**config.mk**
```make
export PLATFORM = sky130hd
export DESIGN_NAME = pulse_meter_flat
export DESIGN_NICKNAME = d
export VERILOG_FILES = /design/src/rtl/pulse_meter_pkg.sv /design/src/rtl/pulse_meter_if.sv /design/src/rtl/pulse_meter_sync_edge.sv /design/src/rtl/pulse_meter.sv /design/src/flat_wrapper.sv
export SDC_FILE = /design/constraint.sdc
export NUM_CORES = 1
export LEC_CHECK = 0
export ABC_AREA = 1
export BUFFER_PORTS_ARGS = -buffer_cell sky130_fd_sc_hd__buf_4
export CORE_AREA = 2 2 84 86
export CTS_BUF_LIST = sky130_fd_sc_hd__clkbuf_8
export CTS_CLUSTER_DIAMETER = 30
export DETAILED_ROUTE_END_ITERATION = 16
export DIE_AREA = 0 0 86 88
export RECOVER_POWER = 25
export SLEW_MARGIN = 20
export SYNTH_ARGS = -nofsm -noshare
export SYNTH_HDL_FRONTEND = slang
export SYNTH_HIERARCHICAL = 1
export SYNTH_SLANG_ARGS = --single-unit
```
**constraint.sdc**
```tcl
create_clock -name clk -period 2.23 [get_ports clk]
set_clock_uncertainty 0.05 [all_clocks]
set_input_delay 0 -clock clk [delete_from_list [all_inputs] [get_ports clk]]
set_output_delay 0 -clock clk [all_outputs]
set_load 0.01 [all_outputs]
```
**src/rtl/pulse_meter_pkg.sv**
```systemverilog
`default_nettype none
// ============================================================================
// Module  : pulse_pkg (package)
// Purpose : Shared types for the pulse meter: FSM state encoding, the
//           measurement record, and the rising-edge counter width.
// Ports   : none
// Revision: 1.0 - initial release
// ============================================================================
package pulse_pkg;

  // Width of the free-running rising-edge counter.
  localparam int PCNT_W = 16;

  // Widest counter a record can carry. CNT_W on the meter must not exceed this.
  localparam int REC_CNT_W = 16;

  typedef enum logic [1:0] {
    ST_IDLE = 2'd0,
    ST_HIGH = 2'd1,
    ST_LOW  = 2'd2
  } state_t;

  typedef struct packed {
    logic [REC_CNT_W-1:0] high;
    logic [REC_CNT_W-1:0] period;
    logic                 err;
  } rec_t;

endpackage
`default_nettype wire

```
**src/rtl/pulse_meter_if.sv**
```systemverilog
`default_nettype none
// ============================================================================
// Module  : pulse_meter_if (interface)
// Purpose : valid/ready measurement record channel.
// Signals : valid  - a record is held          (master -> slave)
//           ready  - consumer accepts record   (slave  -> master)
//           high   - high width in cycles      (master -> slave)
//           period - rise-to-rise period       (master -> slave)
//           err    - period out of range / counter saturated
// Revision: 1.0 - initial release
// ============================================================================
interface pulse_meter_if #(
  parameter int CNT_W = 8
);
  logic             valid;
  logic             ready;
  logic [CNT_W-1:0] high;
  logic [CNT_W-1:0] period;
  logic             err;

  modport master (output valid, output high, output period, output err, input ready);
  modport slave  (input valid, input high, input period, input err, output ready);
endinterface
`default_nettype wire

```
**src/rtl/pulse_meter_sync_edge.sv**
```systemverilog
`default_nettype none
// ============================================================================
// Module  : pulse_sync_edge
// Purpose : Multi-flop synchroniser for an asynchronous pulse plus a one-cycle
//           delayed copy, giving single-cycle rise/fall strobes.
// Ports   : clk, reset (async, active-high), pulse (async input)
//           s    - synchronised pulse
//           rise - s & ~s_d
//           fall - ~s & s_d
// Revision: 1.0 - initial release
// ============================================================================
module pulse_sync_edge #(
  parameter int SYNC_STAGES = 2
) (
  input  wire  clk,
  input  wire  reset,
  input  wire  pulse,
  output logic s,
  output logic rise,
  output logic fall
);

  logic [SYNC_STAGES-1:0] sync_q;
  logic                   s_d;

  always_ff @(posedge clk or posedge reset) begin
    if (reset) begin
      sync_q <= '0;
      s_d    <= 1'b0;
    end else begin
      sync_q <= {sync_q[SYNC_STAGES-2:0], pulse};
      s_d    <= sync_q[SYNC_STAGES-1];
    end
  end

  assign s    = sync_q[SYNC_STAGES-1];
  assign rise = s & ~s_d;
  assign fall = ~s & s_d;

endmodule
`default_nettype wire

```
**src/rtl/pulse_meter.sv**
```systemverilog
`default_nettype none
// ============================================================================
// Module  : pulse_meter
// Purpose : Measures high width and rise-to-rise period of a pulse train and
//           reports one record per completed period over valid/ready.
// Ports   : clk, reset (async, active-high)
//           pulse     - asynchronous pulse train
//           en        - measurement enable
//           m         - record channel (master)
//           pulse_cnt - rising edges seen while en=1, wraps
//           lost      - sticky, a record was dropped because output was full
// Revision: 1.0 - initial release
// ============================================================================
module pulse_meter
  import pulse_pkg::*;
#(
  parameter int CNT_W       = 8,
  parameter int SYNC_STAGES = 2,
  parameter int MIN_PERIOD  = 2,
  parameter int MAX_PERIOD  = 200
) (
  input  wire               clk,
  input  wire               reset,
  input  wire               pulse,
  input  wire               en,
  pulse_meter_if.master     m,
  output logic [PCNT_W-1:0] pulse_cnt,
  output logic              lost
);

  localparam logic [CNT_W-1:0] CNT_MAX = {CNT_W{1'b1}};
  localparam logic [CNT_W-1:0] CNT_ONE = CNT_W'(1);
  localparam logic [CNT_W-1:0] MIN_P   = CNT_W'(MIN_PERIOD);
  localparam logic [CNT_W-1:0] MAX_P   = CNT_W'(MAX_PERIOD);

  logic s, rise, fall;

  pulse_sync_edge #(.SYNC_STAGES(SYNC_STAGES)) u_sync (
    .clk   (clk),
    .reset (reset),
    .pulse (pulse),
    .s     (s),
    .rise  (rise),
    .fall  (fall)
  );

  state_t           state, state_nxt;
  logic             emit;
  logic [CNT_W-1:0] p_cnt, h_cnt;
  logic             sat;
  rec_t             rec_new, held;

  // ---------------- FSM ----------------
  always_ff @(posedge clk or posedge reset) begin
    if (reset) state <= ST_IDLE;
    else       state <= state_nxt;
  end

  always_comb begin
    state_nxt = state;
    emit      = 1'b0;
    if (!en) begin
      state_nxt = ST_IDLE;
    end else begin
      case (state)
        ST_IDLE: if (rise) state_nxt = ST_HIGH;
        // A rise while still HIGH means the fall was not seen; close the
        // period exactly as from LOW.
        ST_HIGH: begin
          if (rise) begin
            emit      = 1'b1;
            state_nxt = ST_HIGH;
          end else if (fall) begin
            state_nxt = ST_LOW;
          end
        end
        ST_LOW: begin
          if (rise) begin
            emit      = 1'b1;
            state_nxt = ST_HIGH;
          end
        end
        default: state_nxt = ST_IDLE;
      endcase
    end
  end

  // ---------------- counters ----------------
  // sat is raised as soon as either counter reaches its maximum value.
  always_ff @(posedge clk or posedge reset) begin
    if (reset) begin
      p_cnt <= '0;
      h_cnt <= '0;
      sat   <= 1'b0;
    end else if (en && rise) begin
      p_cnt <= CNT_ONE;
      h_cnt <= CNT_ONE;
      sat   <= 1'b0;
    end else if (state != ST_IDLE) begin
      if (p_cnt != CNT_MAX) p_cnt <= p_cnt + CNT_ONE;
      if (p_cnt >= CNT_MAX - CNT_ONE) sat <= 1'b1;
      if (state == ST_HIGH && s) begin
        if (h_cnt != CNT_MAX) h_cnt <= h_cnt + CNT_ONE;
        if (h_cnt >= CNT_MAX - CNT_ONE) sat <= 1'b1;
      end
    end
  end

  // Record uses the counter values before the reload in the rise cycle.
  always_comb begin
    rec_new        = '0;
    rec_new.high   = REC_CNT_W'(h_cnt);
    rec_new.period = REC_CNT_W'(p_cnt);
    rec_new.err    = sat | (p_cnt < MIN_P) | (p_cnt > MAX_P);
  end

  // ---------------- single-entry output register ----------------
  always_ff @(posedge clk or posedge reset) begin
    if (reset) begin
      held    <= '0;
      m.valid <= 1'b0;
      lost    <= 1'b0;
    end else if (emit) begin
      if (!m.valid || m.ready) begin
        held    <= rec_new;
        m.valid <= 1'b1;
      end else begin
        lost    <= 1'b1;
      end
    end else if (m.valid && m.ready) begin
      m.valid <= 1'b0;
    end
  end

  assign m.high   = held.high[CNT_W-1:0];
  assign m.period = held.period[CNT_W-1:0];
  assign m.err    = held.err;

  // Upper record bits are always zero when CNT_W is narrower than a record.
  generate
    if (CNT_W < REC_CNT_W) begin : g_pad
      logic unused_pad;
      assign unused_pad = ^{held.high[REC_CNT_W-1:CNT_W], held.period[REC_CNT_W-1:CNT_W]};
    end
  endgenerate

  // ---------------- rising-edge counter ----------------
  always_ff @(posedge clk or posedge reset) begin
    if (reset)           pulse_cnt <= '0;
    else if (en && rise) pulse_cnt <= pulse_cnt + 1'b1;
  end

endmodule
`default_nettype wire
```
**src/flat_wrapper.sv**
```systemverilog
// flat-port wrapper written by rule: the top's interface ports become plain ports
module pulse_meter_flat import pulse_pkg::*;
#(
  parameter int CNT_W       = 8,
  parameter int SYNC_STAGES = 2,
  parameter int MIN_PERIOD  = 2,
  parameter int MAX_PERIOD  = 200
)
  (clk, reset, pulse, en, pulse_cnt, lost, m_valid, m_high, m_period, m_err, m_ready);
  pulse_meter_if #(.CNT_W(CNT_W)) m_i ();
  input  wire clk;
  input  wire reset;
  input  wire pulse;
  input  wire en;
  output logic [PCNT_W-1:0] pulse_cnt;
  output logic lost;
  output wire logic [$bits(m_i.valid)-1:0] m_valid;
  output wire logic [$bits(m_i.high)-1:0] m_high;
  output wire logic [$bits(m_i.period)-1:0] m_period;
  output wire logic [$bits(m_i.err)-1:0] m_err;
  input wire logic [$bits(m_i.ready)-1:0] m_ready;
  assign m_valid = m_i.valid;
  assign m_high = m_i.high;
  assign m_period = m_i.period;
  assign m_err = m_i.err;
  assign m_i.ready = m_ready;
  pulse_meter #(.CNT_W(CNT_W), .SYNC_STAGES(SYNC_STAGES), .MIN_PERIOD(MIN_PERIOD), .MAX_PERIOD(MAX_PERIOD)) u_core (.clk(clk), .reset(reset), .pulse(pulse), .en(en), .m(m_i), .pulse_cnt(pulse_cnt), .lost(lost));
endmodule
```
==> flow_summary.json, run 1 <==
{
  "outcome": "completed",
  "cts_resized": 0,
  "cp.buffers_inverters": 3,
  "hold_viol_final": 0,
  "initial_core_util_pct": 44.0,
  "cp_slowest_cell": "dfrtp_1",
  "synth.area.top_cells": "dfrtp_1 (49%), nand2_1 (9.8%), inv_1 (6.4%), o21ai_0 (4.4%), ha_1 (3.8%)",
  "synth-edff-count": 0,
  "syn_nets": 355,
  "drtPass1Iterations": 6,
  "coreArea_um2": 6640,
  "cts_setup_buffers": 0,
  "ys_top_cells_by_count": "nand2_1 (76), dfrtp_1 (57), inv_1 (50)",
  "leakage_nw": 1.80,
  "drt_iter0_drc": 116,
  "die_x_um": 86,
  "finalSetupViolations": 0,
  "ys_warn_count": 6,
  "drive_above_1_share_pct": 21.4,
  "final_nets": 406,
  "synth_cell_types": 31,
  "ir_drop_v": 0.000421,
  "drv_cap": 0,
  "min_period_over_period_pct": 82.7,
  "fmax_mhz": 542,
  "fin_ws_ns": 0.385,
  "diodes": 0,
  "p_total_w": 0.00350,
  "worstPathCellList": "inv_1 -> nor2_1 -> nand2_4 -> buf_4 -> nand2_4 -> nand2_4 -> a21oi_4 -> inv_2 -> nand2_2 -> o21ai_1",
  "cts-root-buf": "clkbuf_8",
  "vias_per_cell": 4.93,
  "place_congestion": 0.839,
  "ys.flop_type": "dfrtp_1",
  "die_area_um2": 7570,
  "synth-seq-area-share_pct": 48.8,
  "critPathMaxStageDelay_ns": 0.38,
  "worstHoldPathType": "input pin to asynchronous set/reset pin",
  "cts_hold_buffers": 4,
  "yosysMostFrequentCell": "nand2_1",
  "clk_pin_slew_ns": 0.06,
  "slew_violations": 0,
  "cp_common_cell": "nand2_4",
  "wl_per_cell_um": 13.1,
  "synthArstFlopShare_pct": 100,
  "cts_tree": "yes",
  "dpl.hpwl_um": 4540,
  "clock_latency_ns": 0.33,
  "cp-startpoint": "u_core/u_sync/sync_q[1]$_DFF_PP0_",
  "portBuffers": 39,
  "grt_pass1_vias": 2309,
  "synth_cells": 341,
  "grt_use_total_pct": 18.3,
  "crit_family": "simple AND/OR/NAND/NOR gates",
  "r2r-start": "u_core/u_sync/sync_q[1]$_DFF_PP0_",
  "wl_um": 6240,
  "power.density_nw_per_um2": 989,
  "rsz0062_at_grt": "false",
  "numCtsBuffers": 9,
  "pre_cts_slack_ns": 0.391,
  "drc": 0,
  "slew-limit-headroom_pct": 32.3,
  "period_needed_ns": 1.84,
  "cp_max_fo": 23,
  "synth_area_um2": 2930,
  "cts_htree_levels": 3,
  "cts_sinks": 57,
  "critPathCaptureType": "register",
  "tightest_slew_ns": 1.02,
  "clock_path_buffers": 2,
  "routed-via-count": 2353,
  "grt_overflow": 0,
  "ys_seq_elements": 57,
  "num_io_pins": 40,
  "synth_top_area_share_pct": 48.8,
  "worstPathRequired_ns": 2.39,
  "grt_max_degree": 42,
  "setup-tns-final_ns": 0,
  "fin_cells": 477,
  "synth_top_cell_by_area": "dfrtp_1",
  "area_growth_pct": 20.9,
  "ant_nets": 0,
  "crit_type": "register to register",
  "cp_data_arrival_time_ns": 2.00,
  "startpoint_type": "register",
  "die_h_um": 88,
  "dp.cells": 457,
  "grt_pass1_wl_um": 10900,
  "num_rows": 30,
  "antenna_found_initial": 0,
  "syn_area_per_cell_um2": 8.58
}
==> cell families after synthesis <==
| group | synth area share, % |
|---|---|
| AO/OA/AOI/OAI | 9.20 |
| multiplexers | 0.385 |
| AND/OR/NAND/NOR | 25.8 |
| buffers and inverters | 7.78 |
| adder cells (fa/ha/maj) | 3.85 |
| XOR/XNOR | 4.19 |
| flip-flops | 48.8 |
==> final timing paths <==
kind / endpoint / slack (ns) / cells past startpoint
worst max-delay path: u_core/h_cnt[3]$_DFFE_PP0P_ / 0.39 / 10
worst min-delay path: u_core/u_sync/sync_q[1]$_DFF_PP0_ / 0.02 / 3
worst max register to register: u_core/h_cnt[3]$_DFFE_PP0P_ / 0.39 / 10
worst min register to register: u_core/u_sync/sync_q[1]$_DFF_PP0_ / 0.31 / 0
max in group asynchronous: u_core/m.period[6]$_DFFE_PP0P_ / 0.54 / 4
min in group clk: u_core/u_sync/sync_q[0]$_DFF_PP0_ / 0.30 / 2
==> worst min-delay path, delay by kind of cell <==
kind / cells / cell delay, ns
buffers and inverters: 3 / 0.74
==> placed cells by master (no fill, tap or decap), types with 2 or more instances in the layout <==
master and instances:
a21oi_1 4, buf_4 39, clkbuf_8 10, clkinv_2 4, dfrtp_1 57, dlygate4sd3_1 4
ha_1 9, inv_1 50, inv_2 2, nand2_1 76, nand2_2 5, nand2_4 3
nand3_1 22, nand4_1 14, nor2_1 16, nor2_2 4, nor2_4 7, nor3_1 2
o21ai_0 26, o21ai_1 14, xnor2_1 6, xor2_1 8
==> final cells by class <==
type                       count  area [um^2]
sequential                    57         1430
inverter                      52          195
multi-input combinational    226         1270
fill                         632         3110
timing repair buffer          46          349
tap                           80          100
clock buffer                  10          138
clock inverter                 6         57.6
==> state kept, by name, indices dropped and copies added (netlist names) <==
name,flops
u_core/h_cnt,8
u_core/lost,1
u_core/m.err,1
u_core/m.high,8
u_core/m.period,8
u_core/m.valid,1
u_core/p_cnt,8
u_core/pulse_cnt,16
u_core/sat,1
u_core/state,2
u_core/u_sync/s_d,1
u_core/u_sync/sync_q,2
==> power breakdown <==
part	total, W	switching (W)	internal, W
Combinational	0.00108	0.000627	0.000453
Clock	0.000957	0.000419	0.000538
Sequential	0.00146	0.000204	0.00126
Total	0.00350	0.00125	0.00225
==> through the flow <==
stage	instance area [um^2]	utilization, %	hold WS (ns)
6_report	3540	53.2	0.0231
5_1_grt	3540	53.2	0.0387
4_1_cts	3560	53.5	0.0400
3_5_place_dp	3320	50.0	-0.157
3_3_place_gp	3320	50.0	-0.160
2_1_floorplan	2930	-	-0.296
==> per-layer routing <==
layer,GRT usage [%],vias to the layer above,wire length (um),share of wire [%]
met2,28.5,40,2930,47
met5,0,-,0,0
met4,8.37,0,78,1.3
li1,-,1192,-,-
met1,24.9,1114,3010,48
met3,3.49,7,226,3.6
(Power assumes the default switching activity.)
==> run 2, diff against run 1 <==
Settings changed: PLACE_DENSITY set to 0.66.
Clock period 2.23 ns to 1.5 ns, I/O delays scaled along.
==> run 2 against run 1 <==
The flow now finishes with violations (hold timing). Power increased by 57%. First-iteration DRC count decreased by 2.6%. Non-clock buffer count rose by 25. Cell count increased by 5.2%. Critical path depth shrank 1. Die area stayed put. Global-route usage is 0.56 points lower. Critical endpoint is now u_core/h_cnt[7]$_DFFE_PP0P_. Largest cell class unchanged. Largest power group unchanged.
==> flow_summary.json, run 2 (same netlist as run 1, synthesis figures left out) <==
{
  "outcome": "complete, but fails checks",
  "violations": "hold timing",
  "ant_nets": 0,
  "fin_ws_ns": 0.0527,
  "leakage_nw": 1.93,
  "dp.cells": 478,
  "grt_use_total_pct": 17.8,
  "drt_iter0_drc": 113,
  "rsz0062_at_grt": "true",
  "regToRegSetupSlack_ns": 0.05,
  "period_needed_ns": 1.45,
  "die_area_um2": 7570,
  "final_area_um2": 3790,
  "grt_pass1_vias": 2308,
  "grt_overflow": 0,
  "cp_slowest_cell": "dfrtp_1",
  "final_cell_mix": "nand2_1 (75), buf_4 (63), dfrtp_1 (56)",
  "cts-root-buf": "clkbuf_8",
  "largest_reg_flops": 16,
  "diodes": 0,
  "slew-limit-headroom_pct": 59.5,
  "num_rows": 30,
  "numCtsBuffers": 9,
  "antenna_found_initial": 0,
  "grt_max_degree": 40,
  "drive_above_1_share_pct": 29.4,
  "portBuffers": 39,
  "worstHoldPathType": "input pin to asynchronous set/reset pin",
  "die_h_um": 88,
  "clk_pin_slew_ns": 0.06,
  "cp_data_arrival_time_ns": 1.63,
  "ir_drop_v": 0.000651,
  "wl_um": 6230,
  "top_register": "u_core/pulse_cnt",
  "routed-via-count": 2431,
  "min_period_over_period_pct": 96.5,
  "crit_family": "simple AND/OR/NAND/NOR gates",
  "wl_per_cell_um": 12.4,
  "fillers": 590,
  "reg2reg_depth": 9,
  "worstPathCellList": "inv_2 -> nor2_4 -> nand2_4 -> nand2_4 -> nand2_4 -> a21oi_4 -> nor2_4 -> nand2_1 -> o21ai_1",
  "hold_viol_final": 3,
  "path_depth": 9,
  "critPathCaptureType": "register",
  "vias_per_cell": 4.84,
  "tightest_slew_ns": 0.607,
  "drc": 0,
  "regArea_um2": 1430,
  "drv_cap": 0,
  "startpoint_type": "register",
  "rr_endpoint": "u_core/h_cnt[7]$_DFFE_PP0P_",
  "cts_sinks": 57,
  "cp_max_fo": 8,
  "cp-startpoint": "u_core/u_sync/sync_q[1]$_DFF_PP0_",
  "multi_input_area_um2": 1330,
  "whs_ns": -0.00369,
  "setup-tns-final_ns": 0,
  "coreArea_um2": 6640,
  "worstPathRequired_ns": 1.68,
  "place_area_um2": 3480,
  "finalSetupViolations": 0,
  "cts_htree_levels": 3,
  "crit_type": "register to register",
  "place_congestion": 0.877,
  "dpl.hpwl_um": 4530,
  "grt_pass1_wl_um": 10500,
  "cts_tree": "yes",
  "num_io_pins": 40,
  "crit_path_end": "u_core/h_cnt[7]$_DFFE_PP0P_",
  "drtPass1Iterations": 5,
  "fmax_mhz": 691,
  "final_common_cell": "nand2_1",
  "fin_cells": 502,
  "area_growth_pct": 29.6,
  "slew_violations": 0,
  "pre_cts_slack_ns": -0.0132,
  "die_x_um": 86,
  "cp.buffers_inverters": 1,
  "clock_latency_ns": 0.35,
  "power.density_nw_per_um2": 1450,
  "final_nets": 431,
  "cp_common_cell": "nand2_4",
  "p_total_w": 0.00549,
  "clock_path_buffers": 2,
  "critPathMaxStageDelay_ns": 0.36,
  "initial_core_util_pct": 44.0,
  "r2r-start": "u_core/u_sync/sync_q[1]$_DFF_PP0_"
}
==> run 2: worst min-delay path: cells and delay by family <==
family	cells	cell delay, ns
buffers and inverters	3	0.73
==> run 2: how the worst min path moves through the flow <==
stage	start	to	slack (ns)
after floorplan	reset	u_core/u_sync/s_d$_DFF_PP0_	-0.30
after global placement	reset	u_core/u_sync/sync_q[0]$_DFF_PP0_	-0.16
after detailed placement	reset	u_core/u_sync/sync_q[0]$_DFF_PP0_	-0.16
after CTS	reset	u_core/u_sync/sync_q[0]$_DFF_PP0_	0.03
after global routing	reset	u_core/u_sync/sync_q[0]$_DFF_PP0_	0.04
final	reset	u_core/u_sync/sync_q[0]$_DFF_PP0_	-0.004
==> run 2: layer usage <==
metal  track usage [%]  share of wire [%]  up-vias
li1                  -                  -     1238
met1              23.2                 47     1135
met4              7.36                1.8        0
met5                 0                  0        -
met2              27.9                 47       48
met3              5.00                4.2       10
==> run 2: what timing repair did <==
item	4_1_cts	5_1_grt
gates resized for setup	1	24
hold endpoints to repair	62	0
buffers inserted	0	4
hold buffers	4	0
pin swaps	1	11
setup endpoints to repair	10	30
==> run 2: layout make-up <==
| class | instances | share of cell area (%) |
|---|---|---|
| inverter | 52 | 5.21 |
| tap | 80 | 2.64 |
| clock buffer | 10 | 3.63 |
| timing repair buffer | 71 | 14.4 |
| clock inverter | 6 | 1.52 |
| multi-input combinational | 226 | 34.9 |
| sequential | 57 | 37.6 |
==> run 2: through the flow <==
stage                     utilization [%]  hold slack, ns
final                                57.1        -0.00369
after global routing                 57.1          0.0374
after CTS                            55.9          0.0261
after detailed placement             52.4          -0.160
after global placement               52.4          -0.160
after floorplan                         -          -0.296
==> run 2: power by group <==
group | internal [W] | leakage (nW) | switching, W
registers | 0.00187 | 0.756 | 0.000265
logic | 0.000875 | 1.07 | 0.00105
clock network | 0.000799 | 0.102 | 0.000629
==> run 3, diff against run 2 <==
Settings changed: ABC_AREA 1 to not set, CORE_AREA 2 2 84 86 to 2 2 80 82, DIE_AREA 0 0 86 88 to 0 0 82 84, PLACE_DENSITY 0.66 to 0.67.
==> run 3 against run 2 <==
The flow finishes with violations (setup timing). Register-to-register slack worse by 0.31 ns. Synthesized area is 9.0% lower. Highest routed layer unchanged. Hold slack better by 0.048 ns. Count of clock-buffer cells in the layout is 1 higher. Fmax is 18% lower. Largest cell class is now multi-input combinational cells. Non-clock buffer count is 35 higher. Via count is 6.2% lower. Cell count is 15% lower. Global-route usage is 2.4 points higher. Worst setup slack worse by 0.31 ns. Utilization is 9.5 points higher. Die area is 9.0% lower.
==> flow_summary.json, run 3 <==
{
  "startpoint_type": "register",
  "synth_cells": 238,
  "pre_cts_slack_ns": -0.304,
  "power.density_nw_per_um2": 1130,
  "numCtsBuffers": 9,
  "cts-root-buf": "clkbuf_8",
  "synth-edff-count": 0,
  "multi_input_area_um2": 1450,
  "antenna_found_initial": 0,
  "ys_seq_elements": 57,
  "violations": "setup timing",
  "coreArea_um2": 6100,
  "die_x_um": 82,
  "cp-startpoint": "u_core/h_cnt[1]$_DFFE_PP0P_",
  "r2r-start": "u_core/h_cnt[1]$_DFFE_PP0P_",
  "synth_area_um2": 2660,
  "reg2reg_depth": 5,
  "leakage_nw": 1.98,
  "fillers": 460,
  "routed-via-count": 2281,
  "wl_um": 6800,
  "slew_violations": 0,
  "drive_above_1_share_pct": 50.3,
  "dpl.hpwl_um": 4040,
  "crit_type": "register to register",
  "final_nets": 360,
  "regToRegSetupSlack_ns": -0.25,
  "die_area_um2": 6890,
  "grt_pass1_wl_um": 10500,
  "ys.flop_type": "dfrtp_1",
  "drc": 0,
  "finalSetupViolations": 37,
  "clock_latency_ns": 0.33,
  "grt_pass1_vias": 2240,
  "vias_per_cell": 5.34,
  "final_common_cell": "buf_4",
  "syn_nets": 252,
  "synth_top_area_share_pct": 53.6,
  "seqPwrFrac_pct": 41.8,
  "p_sw_share_pct": 28.6,
  "clock_path_buffers": 2,
  "largest_reg_flops": 16,
  "grt_max_degree": 55,
  "num_io_pins": 40,
  "slew-limit-headroom_pct": 49.6,
  "cts_tree": "yes",
  "diodes": 0,
  "portBuffers": 39,
  "synth-seq-area-share_pct": 53.6,
  "grt_overflow": 0,
  "top_register": "u_core/pulse_cnt",
  "ant_nets": 0,
  "ys_warn_count": 6,
  "regArea_um2": 1430,
  "ys_top_cells_by_count": "dfrtp_1 (57), nand2_1 (25), mux2_2 (16)",
  "grt_use_total_pct": 20.2,
  "clk_pin_slew_ns": 0.06,
  "die_h_um": 84,
  "yosysMostFrequentCell": "dfrtp_1",
  "tightest_slew_ns": 0.756,
  "outcome": "complete, but fails checks",
  "crit_path_end": "u_core/h_cnt[5]$_DFFE_PP0P_",
  "critPathCaptureType": "register",
  "synthArstFlopShare_pct": 100,
  "synth_top_cell_by_area": "dfrtp_1",
  "synth_cell_types": 45,
  "drtPass1Iterations": 4,
  "worstHoldPathType": "input pin to asynchronous set/reset pin",
  "drv_cap": 0,
  "initial_core_util_pct": 43.7,
  "final_cell_mix": "buf_4 (89), dfrtp_1 (57), nand2_1 (22)",
  "worstPathRequired_ns": 1.71,
  "cp_data_arrival_time_ns": 1.97,
  "p_int_w": 0.00328,
  "cts_sinks": 57,
  "num_rows": 29,
  "fin_ws_ns": -0.255,
  "fmax_mhz": 570,
  "cts_htree_levels": 3,
  "synth.area.top_cells": "dfrtp_1 (54%), mux2_2 (6.8%), xnor2_1 (4.9%), ha_1 (4.2%), nand2_1 (3.5%)",
  "wl_per_cell_um": 15.9,
  "netSwitchingPower_w": 0.00132,
  "cp_max_fo": 3,
  "syn_area_per_cell_um2": 11.2,
  "min_period_over_period_pct": 117,
  "drt_iter0_drc": 159,
  "rsz0062_at_grt": "true",
  "p_comb_share_pct": 27.0,
  "hold_viol_final": 0,
  "final_area_um2": 4060,
  "rr_endpoint": "u_core/h_cnt[5]$_DFFE_PP0P_",
  "ir_drop_v": 0.000631,
  "place_congestion": 0.831,
  "period_needed_ns": 1.75,
  "place_area_um2": 3420,
  "p_clk_share_pct": 31.1,
  "area_growth_pct": 52.6
}
[run 3: cell types whose count changed in the layout (fill, tap and decap cells not counted), moves of 16 or more]
| cell | delta |
|---|---|
| o21ai_0 | -21 |
| inv_1 | -37 |
| nand2_1 | -53 |
| mux2_4 | +16 |
| buf_4 | +26 |
[run 3: routing by layer]
layer  GRT usage [%]  wire [um]  up-vias
li1                -          -     1078
met1            28.6       2970     1140
met2            29.6       3420       51
met3            5.19        282       12
met4            7.73        124        0
met5               0          0        -
[run 3: per-stage QoR]
step	setup TNS (ns)	cells	hold WS, ns	utilization [%]	power (W)
floorplan	-4.05	238	-0.296	-	0.00243
global placement	-3.34	395	-0.162	56.1	0.00298
detailed placement	-4.54	395	-0.156	56.1	0.00302
CTS	-4.23	418	0.0432	62.8	0.00453
global route	-6.84	427	0.0386	66.6	0.00485
finish	-5.24	427	0.0443	66.6	0.00460
[run 3: worst min-delay path by stage]
stage	slack, ns	cells after the start	to
after detailed placement	-0.16	2	u_core/u_sync/s_d$_DFF_PP0_
after global placement	-0.16	2	u_core/u_sync/sync_q[0]$_DFF_PP0_
final	0.04	3	u_core/u_sync/sync_q[1]$_DFF_PP0_
after global routing	0.04	3	u_core/u_sync/sync_q[1]$_DFF_PP0_
after CTS	0.04	3	u_core/u_sync/sync_q[1]$_DFF_PP0_
after floorplan	-0.30	1	u_core/u_sync/s_d$_DFF_PP0_
[run 3: timing repair]
action | in CTS | in global routing
pin swaps | 12 | 12
endpoints found under the hold margin | 62 | 0
cloned | 1 | 0
gates resized for setup | 31 | 46
setup endpoints to repair | 36 | 39
hold buffers | 4 | 0
setup buffers | 3 | 13
[run 3: final cells by class]
class,instances,area share [%]
Sequential cell,57,35.1
Clock inverter,4,1.08
Clock buffer,11,3.73
Multi-Input combinational cell,164,35.7
Inverter,8,0.740
Timing Repair Buffer,106,21.3
Tap cell,77,2.37
[run 3: worst max-delay path, stage by stage (launching register included)]
cell and delay (ns):
dfrtp_1 0.40, ha_2 0.18, and3_4 0.18, a2111o_1 0.39, or4_1 0.41, o21ai_1 0.08
[run 3: logic make-up (layout without fill, tap and decap cells)]
family / Yosys count / after routing / share of synthesized area, %
XOR/XNOR: 18 / 18 / 5.92
flip-flops: 57 / 57 / 53.6
adder cells (fa/ha/maj): 9 / 9 / 4.23
multiplexers: 17 / 17 / 7.15
buffers and inverters: 17 / 129 / 2.87
AND/OR/NAND/NOR: 86 / 86 / 17.3
AO/OA/AOI/OAI: 34 / 34 / 8.89
[run 3: power by group through the flow]
stage                     clock network (W)  registers, W  logic, W
final                               0.00143       0.00192   0.00124
after global routing                0.00153       0.00196   0.00136
after CTS                           0.00144       0.00192   0.00117
after detailed placement                  0       0.00193   0.00108
after global placement                    0       0.00192   0.00106
after floorplan                           0       0.00201  0.000425
